$ cat config.mk
export PLATFORM = sky130hd
export DESIGN_NAME = vc_output_scheduler
export DESIGN_NICKNAME = d
export VERILOG_FILES = /design/src/rtl/vc_output_scheduler.sv
export SDC_FILE = /design/constraint.sdc
export NUM_CORES = 1
export LEC_CHECK = 0
export ABC_AREA = 1
export ABC_CLOCK_PERIOD_IN_PS = 3590
export BUFFER_PORTS_ARGS = -buffer_cell sky130_fd_sc_hd__buf_2
export CORE_ASPECT_RATIO = 0.5
export CORE_MARGIN = 2
export CORE_UTILIZATION = 40
export DETAILED_ROUTE_END_ITERATION = 8
export PLACE_DENSITY = 0.66
export SYNTH_ARGS = -nofsm -noshare
export SYNTH_HDL_FRONTEND = slang
export SYNTH_SLANG_ARGS = --single-unit
$ cat constraint.sdc
create_clock -name clk -period 3.59 [get_ports clk]
set_input_delay 0.359 -clock clk [delete_from_list [all_inputs] [get_ports clk]]
set_output_delay 0.359 -clock clk [all_outputs]
set_load 0.05 [all_outputs]
$ cat src/rtl/vc_output_scheduler.sv
// vc_output_scheduler
//
// Output-side scheduler for a set of virtual-channel circular buffers. It
// picks one VC per cycle to pop, keeps a packet on one VC from head to tail
// (wormhole lock), and tracks downstream space with one credit counter per VC.
// Between packets the VCs are served round-robin, with the search starting one
// past the VC that most recently finished a packet.
//
// Flit type lives in the top two flit bits: 00 HEAD, 01 BODY, 10 TAIL,
// 11 HEADTAIL.
//
// Parameters
//   VC_NUM       number of VC buffers served (>= 2)
//   BUFFER_SIZE  downstream buffer depth per VC, also the reset credit count
//   FLIT_SIZE    flit width in bits
//
// Ports
//   clk           clock, rising-edge
//   rst           synchronous active-high reset
//   data_i        head flit of each VC buffer, VC v in [v*FLIT_SIZE +: FLIT_SIZE]
//   is_empty_i    per-VC buffer-empty flags
//   read_o        per-VC pop strobe (combinational, one-hot or zero)
//   credit_i      per-VC one-cycle pulse: downstream freed one slot
//   data_o        forwarded flit (registered)
//   valid_o       data_o carries a flit this cycle (registered)
//   vc_o          VC index of data_o (registered)
//   flit_count_o  forwarded-flit counter
//
// Optional feature
//   VC_SCHED_STATS_EN  when defined, flit_count_o counts forwarded flits
//                      (16-bit, wrapping); otherwise it is tied to zero and no
//                      counter is built.

module vc_output_scheduler #(
  parameter int VC_NUM      = 2,
  parameter int BUFFER_SIZE = 8,
  parameter int FLIT_SIZE   = 8
) (
  input  logic                          clk,
  input  logic                          rst,
  input  logic [VC_NUM*FLIT_SIZE-1:0]   data_i,
  input  logic [VC_NUM-1:0]             is_empty_i,
  output logic [VC_NUM-1:0]             read_o,
  input  logic [VC_NUM-1:0]             credit_i,
  output logic [FLIT_SIZE-1:0]          data_o,
  output logic                          valid_o,
  output logic [$clog2(VC_NUM)-1:0]     vc_o,
  output logic [15:0]                   flit_count_o
);

  localparam int VW = $clog2(VC_NUM);
  localparam int CW = $clog2(BUFFER_SIZE + 1);

  localparam logic [1:0] T_HEAD     = 2'b00;
  localparam logic [1:0] T_TAIL     = 2'b10;
  localparam logic [1:0] T_HEADTAIL = 2'b11;

  localparam logic [CW-1:0] CRED_MAX = CW'(BUFFER_SIZE);

  typedef enum logic {
    ST_IDLE   = 1'b0,
    ST_LOCKED = 1'b1
  } state_t;

  state_t          state_r;
  logic [VW-1:0]   lock_vc_r;
  logic [VW-1:0]   ptr_r;
  logic [CW-1:0]   credit_r [VC_NUM];

  logic [VC_NUM-1:0]    sendable_s;
  logic [VC_NUM-1:0]    eligible_s;
  logic                 grant_s;
  logic [VW-1:0]        grant_vc_s;
  logic [FLIT_SIZE-1:0] grant_flit_s;
  logic [1:0]           grant_type_s;
  logic [VW-1:0]        next_ptr_s;

  // Per-VC readiness: sendable needs data and credit; eligible (packet start)
  // additionally needs a HEAD or HEADTAIL flit at the buffer head.
  always_comb begin
    logic [1:0] ht;
    sendable_s = '0;
    eligible_s = '0;
    ht         = 2'b00;
    for (int v = 0; v < VC_NUM; v++) begin
      ht            = data_i[v*FLIT_SIZE + FLIT_SIZE - 2 +: 2];
      sendable_s[v] = ~is_empty_i[v] & (credit_r[v] != '0);
      eligible_s[v] = sendable_s[v] & ((ht == T_HEAD) | (ht == T_HEADTAIL));
    end
  end

  // Grant selection: round-robin search from ptr_r when idle, otherwise only
  // the locked VC may move, and only when it is sendable.
  always_comb begin
    int idx;
    grant_s    = 1'b0;
    grant_vc_s = '0;
    idx        = 0;
    if (state_r == ST_IDLE) begin
      for (int i = 0; i < VC_NUM; i++) begin
        idx = (int'(ptr_r) + i) % VC_NUM;
        if (!grant_s && eligible_s[idx]) begin
          grant_s    = 1'b1;
          grant_vc_s = VW'(idx);
        end else begin
          grant_s    = grant_s;
        end
      end
    end else begin
      grant_vc_s = lock_vc_r;
      grant_s    = sendable_s[lock_vc_r];
    end
  end

  // Flit being popped this cycle and the pointer value that follows it.
  always_comb begin
    grant_flit_s = data_i[int'(grant_vc_s)*FLIT_SIZE +: FLIT_SIZE];
    grant_type_s = grant_flit_s[FLIT_SIZE-1 -: 2];
    if (int'(grant_vc_s) == VC_NUM - 1) begin
      next_ptr_s = '0;
    end else begin
      next_ptr_s = grant_vc_s + VW'(1);
    end
  end

  // Pop strobe; reset suppresses any read so an in-flight packet is dropped.
  always_comb begin
    read_o = '0;
    if (grant_s && !rst) begin
      read_o[grant_vc_s] = 1'b1;
    end else begin
      read_o = '0;
    end
  end

  // Credit counters: a pop and a returned credit in the same cycle cancel;
  // a credit returned to an already-full counter is dropped.
  always_ff @(posedge clk) begin
    if (rst) begin
      for (int v = 0; v < VC_NUM; v++) begin
        credit_r[v] <= CRED_MAX;
      end
    end else begin
      for (int v = 0; v < VC_NUM; v++) begin
        if (read_o[v] && credit_i[v]) begin
          credit_r[v] <= credit_r[v];
        end else if (read_o[v]) begin
          credit_r[v] <= credit_r[v] - CW'(1);
        end else if (credit_i[v] && (credit_r[v] != CRED_MAX)) begin
          credit_r[v] <= credit_r[v] + CW'(1);
        end else begin
          credit_r[v] <= credit_r[v];
        end
      end
    end
  end

  // Packet-lock FSM, round-robin pointer and registered output stage.
  always_ff @(posedge clk) begin
    if (rst) begin
      state_r   <= ST_IDLE;
      lock_vc_r <= '0;
      ptr_r     <= '0;
      valid_o   <= 1'b0;
      data_o    <= '0;
      vc_o      <= '0;
    end else begin
      valid_o <= grant_s;
      if (grant_s) begin
        data_o <= grant_flit_s;
        vc_o   <= grant_vc_s;
      end
      case (state_r)
        ST_IDLE: begin
          if (grant_s && (grant_type_s == T_HEAD)) begin
            state_r   <= ST_LOCKED;
            lock_vc_r <= grant_vc_s;
          end else if (grant_s && (grant_type_s == T_HEADTAIL)) begin
            ptr_r <= next_ptr_s;
          end
        end
        ST_LOCKED: begin
          if (grant_s && (grant_type_s == T_TAIL)) begin
            state_r <= ST_IDLE;
            ptr_r   <= next_ptr_s;
          end
        end
        default: begin
          state_r <= ST_IDLE;
        end
      endcase
    end
  end

`ifdef VC_SCHED_STATS_EN
  logic [15:0] flit_count_r;

  // One count per forwarded flit, wrapping naturally at 16 bits.
  always_ff @(posedge clk) begin
    if (rst) begin
      flit_count_r <= 16'h0000;
    end else if (grant_s) begin
      flit_count_r <= flit_count_r + 16'h0001;
    end
  end

  assign flit_count_o = flit_count_r;
`else
  assign flit_count_o = 16'h0000;
`endif

endmodule

==> impl_metrics.yaml, run 1 <==
status:
  result_of_the_run: "completed"
global_routing:
  grt_start_max_net_pins: 17
  grt.overflow.total: 0
  grt_pass1_wl_mm: 4.747
  initial_antenna_violation_count: 0
  grt_usage_pct: 14.06
  first_global_vias: 1077
cts:
  cts-buffers-inserted: 3
  postCtsSetupBuffers: 0
  tritoncts_num_sinks: 21
  ctsLongestPathBuffers: 2
  cts_resized: 0
  clk_latency_ns: 0.26
  cts_root_buffer: "clkbuf_8"
  clkTransAtPathRegs_ns: 0.08
  number_of_hold_repair_buffers_added_at_the_cts_stage: 0
  cts_tree: "yes"
  htreeDepth: 1
setup_path:
  crit_path_max_fanout: 12
  endpoint_kind_of_the_worst_setup_timing_path: "register"
  crit_required_ns: 3.59
  critPathSlowestCell: "edfxtp_1"
  worstSetupStartpointType: "register"
  criticalPathCategory: "reg2reg"
  reg2reg_setup_slack_ns: 0.73
  slowest_delay_ns: 0.45
  r2r-start: "credit_r[0][1]"
  critical_path.startpoint: "credit_r[0][1]"
  path_cells: "nor2_1, nand2_1, nand4_4, nand3_4, inv_2, o21ai_2, or2_1, ha_1, a21oi_1, nand2_1, xor2_1, or2_1, nand3_1"
  crit_arrival_ns: 2.85
  critPathBufInv: 1
  timing.critical_path.max_delay_family: "simple AND/OR/NAND/NOR gates"
place:
  finalWeightedCongestion: 0.8166
  placed_cell_area_mm2: 0.001650
  buffer_ports.inserted: 33
  hpwl_reported_at_the_end_of_detailed_placement_mm: 2.333
synthesis:
  synthDistinctLibCells: 33
  synth_area_mm2: 0.001516
  ys_ff_latch: 21
  post_synth_inst_count: 190
  synth.top_cells.by_count: "nand2_1 (35), inv_1 (22), buf_4 (16)"
  synth-seq-area-share_pct: 33.00
  yosysTopAreaCell: "dfxtp_1"
  postSynth.asyncResetShare_pct: 0
  synth_top_area_share_pct: 17.16
  synth_enable_flop_cells: 8
  yosys_synthesis_warning_count: 0
  synthesis.area_per_instance_um2: 7.981
  synth_area_leaders: "dfxtp_1 (17%), edfxtp_1 (16%), nand2_1 (8.7%), buf_4 (7.9%), inv_1 (5.4%)"
  synthFlopType: "dfxtp_1"
  synthMostInstantiatedCell: "nand2_1"
sta:
  finalCriticalPeriod_ns: 2.857
  final.hold.worst_slack_ns: 0.4375
  finalHoldViolations: 0
  finalSetupViolCount: 0
  timing.final.crit_share_pct: 79.58
  clock.fmax_mhz: 350.0
  report.final.slew_viol_count: 0
  totalNegativeSetupSlack_ns: 0
  rsz_0062_raised_after_global_routing: "no"
  clock_skew_ns: 0.001958
route:
  total_wire_length_mm: 2.856
  first_iter_violations: 62
  dr.pass1.iters: 4
  detail_route.wl_per_cell_um: 10.46
  dr_total_vias: 1242
  drt.antenna.violating_nets: 0
  drc: 0
  via_per_inst: 4.549
hold_path:
  worst_hold_path_type: "in2reg"
  worst_hold_startpoint: "rst"
floorplanning:
  top_level_port_count: 50
  design.die.area_mm2: 0.004330
  std_cell_rows: 15
  fp.dieH_um: 47.54
  fp.coreArea_mm2: 0.003528
  fp.dieW_um: 91.08
  initial_core_utilization_pct: 42.98
power:
  leakage_nw: 0.8733
  power_per_cell_area_mw_per_mm2: 720.0
  irDropWorstVdd_v: 0.0003466
layout:
  antenna_cells: 0
  filler_cell_count: 368
  final_core_occ_pct: 48.05
  flow.area_growth_from_synthesis_pct: 11.80
  final_area_mm2: 0.001695
  layout.nets: 251
  drive_above_1_share_pct: 28.38
run:
  max_cap_viol_count: 0
==> flip-flops by register name, summed over array words and instances, names as in the netlist <==
register,flops
valid_o,1
state_r,1
lock_vc_r,1
credit_r,8
vc_o,1
data_o,8
ptr_r,1
==> area by class of cell <==
type                       instances  area, µm²  area share (%)
multi-input combinational        136      810.8           47.82
tap                               51      63.81           3.764
clock buffer                       4      45.04           2.657
sequential                        21      500.5           29.52
inverter                          28      110.1           6.494
timing repair buffer              33      165.2           9.742
==> metrics by stage <==
stage / power, mW / std cells / setup slack [ns]
5_1_grt: 1.322 / 273 / 0.4758
3_5_place_dp: 1.073 / 269 / 0.7572
2_1_floorplan: 0.9704 / 205 / 1.014
3_3_place_gp: 1.051 / 269 / 0.8077
4_1_cts: 1.231 / 273 / 0.7298
6_report: 1.221 / 273 / 0.7329
==> where the power goes <==
| part | internal, mW | total (mW) | switching, mW |
|---|---|---|---|
| Sequential | 0.340 | 0.395 | 0.0547 |
| Combinational | 0.213 | 0.671 | 0.458 |
| Clock | 0.0790 | 0.155 | 0.0759 |
==> cells in the final DEF (no fill, tap or decap), drive strengths merged <==
cell type   n
xnor2       2
buf        33
nand3      20
a21oi      10
nor3        1
clkbuf      4
a31oi       1
conb       16
o21ai       5
fa          2
inv        28
nand4       4
or2         2
o211ai      6
dfxtp      13
nand2      43
ha          4
xor2        3
nor2       17
edfxtp      8
==> layer usage <==
| layer | routed length, µm | vias up | part of all wire (%) | GRT usage [%] |
|---|---|---|---|---|
| met1 | 1340 | 558 | 47 | 16.95 |
| met5 | 0 | - | 0 | 0 |
| met3 | 147 | 2 | 5.1 | 4.094 |
| met4 | 8 | 0 | 0.28 | 2.727 |
| met2 | 1359 | 35 | 48 | 26.52 |
| li1 | - | 647 | - | - |
==> worst reg2reg max path, stage by stage (launching register included) <==
cell	delay (ns)
edfxtp_1	0.45
nor2_1	0.20
nand2_1	0.12
nand4_4	0.12
nand3_4	0.21
inv_2	0.24
o21ai_2	0.11
or2_1	0.26
ha_1	0.33
a21oi_1	0.13
nand2_1	0.07
xor2_1	0.16
or2_1	0.12
nand3_1	0.05
==> cells by family after synthesis <==
group	after synthesis	share of synthesized area, %
other	1	0.2473
XOR/XNOR	5	2.888
AO/OA/AOI/OAI	22	9.076
buffers and inverters	48	17.24
adder cells (fa/ha/maj)	6	5.941
AND/OR/NAND/NOR	87	31.60
flip-flops	21	33.00
==> final timing paths <==
| path | to | cells after the start |
|---|---|---|
| worst max-delay path | credit_r[0][3] | 13 |
| worst max register to register | credit_r[0][3] | 13 |
| worst min-delay path | data_o[7] | 2 |
| worst min register to register | data_o[7] | 2 |
(Power assumes the default switching activity.)
==> run 2, diff against run 1 <==
--- a/config.mk
+++ b/config.mk
@@ -6,7 +6,7 @@
 export NUM_CORES = 1
 export LEC_CHECK = 0
 export ABC_AREA = 1
-export ABC_CLOCK_PERIOD_IN_PS = 3590
+export ABC_CLOCK_PERIOD_IN_PS = 2950
 export BUFFER_PORTS_ARGS = -buffer_cell sky130_fd_sc_hd__buf_2
 export CORE_ASPECT_RATIO = 0.5
 export CORE_MARGIN = 2
==> constraint.sdc (replaced) <==
create_clock -name clk -period 2.95 [get_ports clk]
set_input_delay 0.295 -clock clk [delete_from_list [all_inputs] [get_ports clk]]
set_output_delay 0.295 -clock clk [all_outputs]
set_load 0.05 [all_outputs]
==> run 2 against run 1 <==
Effect of this change: flip-flop and latch count unchanged; count of clock-buffer cells in the layout decreased by 1; sequential share of layout area decreased by 1.2 points; largest power group unchanged.
==> impl_metrics.yaml, run 2 (synthesized netlist as in run 1, its figures left out) <==
route:
  drt.antenna.violating_nets: 0
  first_iter_violations: 42
  via_per_inst: 4.496
  dr.pass1.iters: 4
  drc: 0
  total_wire_length_mm: 2.911
  dr_total_vias: 1250
  detail_route.wl_per_cell_um: 10.47
setup_path:
  crit_required_ns: 2.95
  crit_path_max_fanout: 5
  regToRegEndpoint: "credit_r[0][3]"
  slowest_delay_ns: 0.45
  criticalPathCategory: "reg2reg"
  cp_num_cells: 17
  worstSetupEndpoint: "credit_r[0][3]"
  critPathSlowestCell: "edfxtp_1"
  crit_arrival_ns: 2.67
  timing.critical_path.max_delay_family: "simple AND/OR/NAND/NOR gates"
  reg2reg_setup_slack_ns: 0.27
  critPathBufInv: 2
  endpoint_kind_of_the_worst_setup_timing_path: "register"
  critical_path.startpoint: "credit_r[1][0]"
  worstSetupStartpointType: "register"
  r2r-start: "credit_r[1][0]"
  ff2ff_path_depth: 17
  path_cells: "nor2_2, nand2_2, nand2_1, nand3_1, o21ai_1, inv_1, nand2_4, nor2_4, inv_6, o21ai_2, or2_1, ha_4, a21oi_1, nand2_1, xor2_1, or2_1, nand3_1"
floorplanning:
  std_cell_rows: 15
  initial_core_utilization_pct: 42.98
  fp.coreArea_mm2: 0.003528
  top_level_port_count: 50
  fp.dieH_um: 47.54
  design.die.area_mm2: 0.004330
  fp.dieW_um: 91.08
cts:
  clkTransAtPathRegs_ns: 0.08
  clk_latency_ns: 0.26
  ctsLongestPathBuffers: 2
  htreeDepth: 1
  cts_root_buffer: "clkbuf_8"
  cts-buffers-inserted: 3
  number_of_hold_repair_buffers_added_at_the_cts_stage: 0
  tritoncts_num_sinks: 21
  cts_tree: "yes"
sta:
  clock_skew_ns: 0.001424
  clock.fmax_mhz: 373.7
  final.hold.worst_slack_ns: 0.3672
  finalSetupViolCount: 0
  report.final.slew_viol_count: 0
  rsz_0062_raised_after_global_routing: "no"
  timing.final.crit_share_pct: 90.71
  totalNegativeSetupSlack_ns: 0
  finalHoldViolations: 0
  finalCriticalPeriod_ns: 2.676
layout:
  flow.area_growth_from_synthesis_pct: 16.50
  ff_latch_area_um2: 500.5
  mostFrequentLayoutCells: "nand2_1 (35), buf_2 (33), inv_1 (22), conb_1 (16), nand3_1 (14)"
  final_core_occ_pct: 50.07
  filler_cell_count: 348
  final_common_cell: "nand2_1"
  largest_registers: "credit_r: 8 flops, data_o: 8 flops"
  layout.nets: 256
  antenna_cells: 0
  multiInputGateArea_um2: 843.3
  drive_above_1_share_pct: 32.16
place:
  hpwl_reported_at_the_end_of_detailed_placement_mm: 2.245
  buffer_ports.inserted: 33
  finalWeightedCongestion: 0.8000
global_routing:
  initial_antenna_violation_count: 0
  grt_start_max_net_pins: 17
  grt_usage_pct: 14.06
  first_global_vias: 1035
  grt_pass1_wl_mm: 4.643
  grt.overflow.total: 0
power:
  irDropWorstVdd_v: 0.0002725
  leakage_nw: 0.9024
  power_per_cell_area_mw_per_mm2: 883.0
hold_path:
  worst_hold_path_type: "in2reg"
status:
  result_of_the_run: "completed"
run:
  max_cap_viol_count: 0
## run 2: through the flow
| stage | power [mW] | instance area (µm²) | cells | worst slack, ns |
|---|---|---|---|---|
| after floorplan | 1.181 | 1573 | 205 | 0.3737 |
| after global placement | 1.288 | 1658 | 270 | 0.2451 |
| after detailed placement | 1.309 | 1658 | 270 | 0.1998 |
| after CTS | 1.508 | 1704 | 274 | 0.1827 |
| after global routing | 1.692 | 1767 | 278 | 0.02045 |
| final | 1.560 | 1767 | 278 | 0.2741 |
## run 2: power breakdown
| part | switching [mW] | leakage (nW) | internal [mW] | total [mW] |
|---|---|---|---|---|
| clock network | 0.0959 | 0.0255 | 0.0942 | 0.190 |
| logic | 0.572 | 0.687 | 0.307 | 0.878 |
| registers | 0.0775 | 0.189 | 0.414 | 0.492 |
## run 2: worst reg2reg max path, cell delays in order, from the launching register on
cell,delay [ns]
edfxtp_1,0.45
nor2_2,0.17
nand2_2,0.09
nand2_1,0.07
nand3_1,0.07
o21ai_1,0.08
inv_1,0.07
nand2_4,0.09
nor2_4,0.05
inv_6,0.08
o21ai_2,0.07
or2_1,0.29
ha_4,0.25
a21oi_1,0.14
nand2_1,0.08
xor2_1,0.18
or2_1,0.13
nand3_1,0.06
## run 2: what timing repair did
item | in CTS | in global routing
gates resized for setup | 0 | 4
buffers inserted | 0 | 4
endpoints found under the setup margin | 0 | 2
## run 2: how the worst min path moves through the flow
stage	slack, ns	endpoint	start	depth (start not counted)
4_1_cts	0.36	data_o[6]	rst	2
6_report	0.37	data_o[1]	data_i[1]	5
5_1_grt	0.37	data_o[7]	rst	2
2_1_floorplan	0.38	valid_o	rst	1
3_3_place_gp	0.46	data_o[6]	data_o[6]	2
3_5_place_dp	0.46	data_o[7]	data_o[7]	2
## run 2: area by class of cell
| class | instances | share of cell area, % |
|---|---|---|
| clock buffers | 3 | 2.337 |
| clock inverters | 1 | 0.2833 |
| inverters | 28 | 6.232 |
| multi-input cells | 136 | 47.73 |
| flip-flops and latches | 21 | 28.33 |
| well taps | 51 | 3.612 |
| repair buffers | 38 | 11.47 |
## run 2: layer usage
layer	track usage (%)	wire length, µm
met1	17.15	1368
met4	5.758	27
met3	3.937	150
met5	0	0
met2	24.89	1364
==> run 3, diff against run 2 <==
--- a/config.mk
+++ b/config.mk
@@ -6,7 +6,7 @@
 export NUM_CORES = 1
 export LEC_CHECK = 0
 export ABC_AREA = 1
-export ABC_CLOCK_PERIOD_IN_PS = 2950
+export ABC_CLOCK_PERIOD_IN_PS = 3030
 export BUFFER_PORTS_ARGS = -buffer_cell sky130_fd_sc_hd__buf_2
 export CORE_ASPECT_RATIO = 0.5
 export CORE_MARGIN = 2
==> constraint.sdc (replaced) <==
create_clock -name clk -period 3.03 [get_ports clk]
set_input_delay 0.303 -clock clk [delete_from_list [all_inputs] [get_ports clk]]
set_output_delay 0.303 -clock clk [all_outputs]
set_load 0.05 [all_outputs]
==> run 3 against run 2 <==
Effect of this change: sequential power is 4.1% lower; register-to-register slack hardly changed; power is 6.0% lower; count of clock-buffer cells in the layout stayed put; routed wire length is 1.3% lower; global-route usage is 0.17 points higher; setup slack worse by 0.012 ns; combinational power is 8.7% lower; via count is 0.72% higher; non-clock buffer count is 4 lower; die area stayed put; critical path type unchanged.
==> impl_metrics.yaml, run 3 (synthesized netlist as in run 1, its figures left out) <==
floorplanning:
  top_level_port_count: 50
  initial_core_utilization_pct: 42.98
  design.die.area_mm2: 0.004330
  fp.dieW_um: 91.08
  fp.coreArea_mm2: 0.003528
  fp.dieH_um: 47.54
  std_cell_rows: 15
setup_path:
  path_cells: "nor2_2, nand2_2, nand2_1, nand3_1, o21ai_1, inv_1, nand2_4, nor2_4, inv_6, nor2_8, inv_2, nand3_1, ha_1, a21oi_1, nand2_1, xor2_1, xnor2_1, o21ai_1, nand2_1"
  r2r-start: "credit_r[1][1]"
  crit_arrival_ns: 2.77
  criticalPathCategory: "reg2reg"
  worst_path_most_repeated_cell: "nand2_1"
  worstSetupStartpointType: "register"
  slowest_delay_ns: 0.45
  endpoint_kind_of_the_worst_setup_timing_path: "register"
  ff2ff_path_depth: 19
  critical_path.startpoint: "credit_r[1][1]"
  crit_path_max_fanout: 5
  timing.critical_path.max_delay_family: "simple AND/OR/NAND/NOR gates"
  regToRegEndpoint: "credit_r[1][3]"
  critPathBufInv: 3
  cp_num_cells: 19
  reg2reg_setup_slack_ns: 0.26
  worstSetupEndpoint: "credit_r[1][3]"
  critPathSlowestCell: "edfxtp_1"
  crit_required_ns: 3.04
cts:
  htreeDepth: 1
  clkTransAtPathRegs_ns: 0.08
  ctsLongestPathBuffers: 2
  cts_root_buffer: "clkbuf_8"
  cts-buffers-inserted: 3
  clk_latency_ns: 0.26
  cts_tree: "yes"
  tritoncts_num_sinks: 21
place:
  finalWeightedCongestion: 0.8312
  placed_cell_area_mm2: 0.001658
  hpwl_reported_at_the_end_of_detailed_placement_mm: 2.278
  buffer_ports.inserted: 33
  preCtsSetupSlack_ns: 0.2381
power:
  leakage_nw: 0.8812
  power_per_cell_area_mw_per_mm2: 858.3
  irDropWorstVdd_v: 0.0003178
sta:
  finalSetupViolCount: 0
  layout_setup_ws_ns: 0.2626
  final.hold.worst_slack_ns: 0.3748
  totalNegativeSetupSlack_ns: 0
  timing.final.crit_share_pct: 91.33
  rsz_0062_raised_after_global_routing: "no"
  report.final.slew_viol_count: 0
  clock_skew_ns: 0.003091
  finalCriticalPeriod_ns: 2.767
  clock.fmax_mhz: 361.3
  finalHoldViolations: 0
global_routing:
  grt_pass1_wl_mm: 4.761
  grt_usage_pct: 14.23
  initial_antenna_violation_count: 0
  grt_start_max_net_pins: 17
  grt.overflow.total: 0
  first_global_vias: 1076
layout:
  layout.nets: 252
  mostFrequentLayoutCells: "nand2_1 (35), buf_2 (33), inv_1 (22), conb_1 (16), nand3_1 (15)"
  multiInputGateArea_um2: 813.3
  flow.area_growth_from_synthesis_pct: 12.62
  largest_registers: "credit_r: 8 flops, data_o: 8 flops"
  filler_cell_count: 352
  ff_latch_area_um2: 500.5
  final_area_mm2: 0.001708
  antenna_cells: 0
  drive_above_1_share_pct: 29.60
  final_common_cell: "nand2_1"
  final_core_occ_pct: 48.40
route:
  via_per_inst: 4.595
  detail_route.wl_per_cell_um: 10.49
  drt.antenna.violating_nets: 0
  total_wire_length_mm: 2.873
  dr_total_vias: 1259
  dr.pass1.iters: 4
  drc: 0
  first_iter_violations: 61
hold_path:
  worst_hold_path_type: "in2reg"
status:
  result_of_the_run: "completed"
run:
  max_cap_viol_count: 0
-- run 3: worst register-to-register path: stages (launching register included) --
cell and delay, ns:
edfxtp_1 0.45, nor2_2 0.18, nand2_2 0.08, nand2_1 0.07, nand3_1 0.06, o21ai_1 0.08
inv_1 0.08, nand2_4 0.09, nor2_4 0.05, inv_6 0.08, nor2_8 0.04, inv_2 0.08
nand3_1 0.12, ha_1 0.37, a21oi_1 0.16, nand2_1 0.09, xor2_1 0.17, xnor2_1 0.13
o21ai_1 0.08, nand2_1 0.06
-- run 3: layout make-up --
type	instances	share of cell area (%)
clock inverter	1	0.3663
clock buffer	3	2.418
multi-input combinational	136	47.62
tap	51	3.736
inverter	28	6.447
sequential	21	29.30
timing repair buffer	34	10.11
-- run 3: power breakdown --
part           internal, mW  switching (mW)
logic                 0.256           0.546
registers             0.403          0.0689
clock network        0.0936          0.0985
-- run 3: metrics by stage --
step                      instances  total power [mW]
after floorplan                 205             1.150
after CTS                       274             1.474
final                           274             1.466
after global routing            274             1.582
after global placement          270             1.256
after detailed placement        270             1.277
-- run 3: what timing repair did --
item	in CTS	in global routing
hold buffers	0	0
gates resized for setup	0	1
endpoints found under the setup margin	0	1
setup buffers	0	0
-- run 3: per-layer routing --
layer / vias up / part of all wire (%) / global-route usage [%]
li1: 651 / - / -
met1: 559 / 47 / 17.90
met2: 47 / 46 / 24.74
met3: 2 / 5.5 / 4.252
met4: 0 / 0.66 / 4.545
met5: - / 0 / 0
-- run 3: worst min-delay path by stage --
stage,endpoint,cells after the start,slack [ns],startpoint
global placement,data_o[6],2,0.46,data_o[6]
CTS,data_o[7],2,0.37,rst
global route,data_o[7],2,0.37,rst
finish,data_o[2],5,0.37,data_i[2]
floorplan,valid_o,1,0.39,rst
detailed placement,data_o[7],2,0.46,data_o[7]
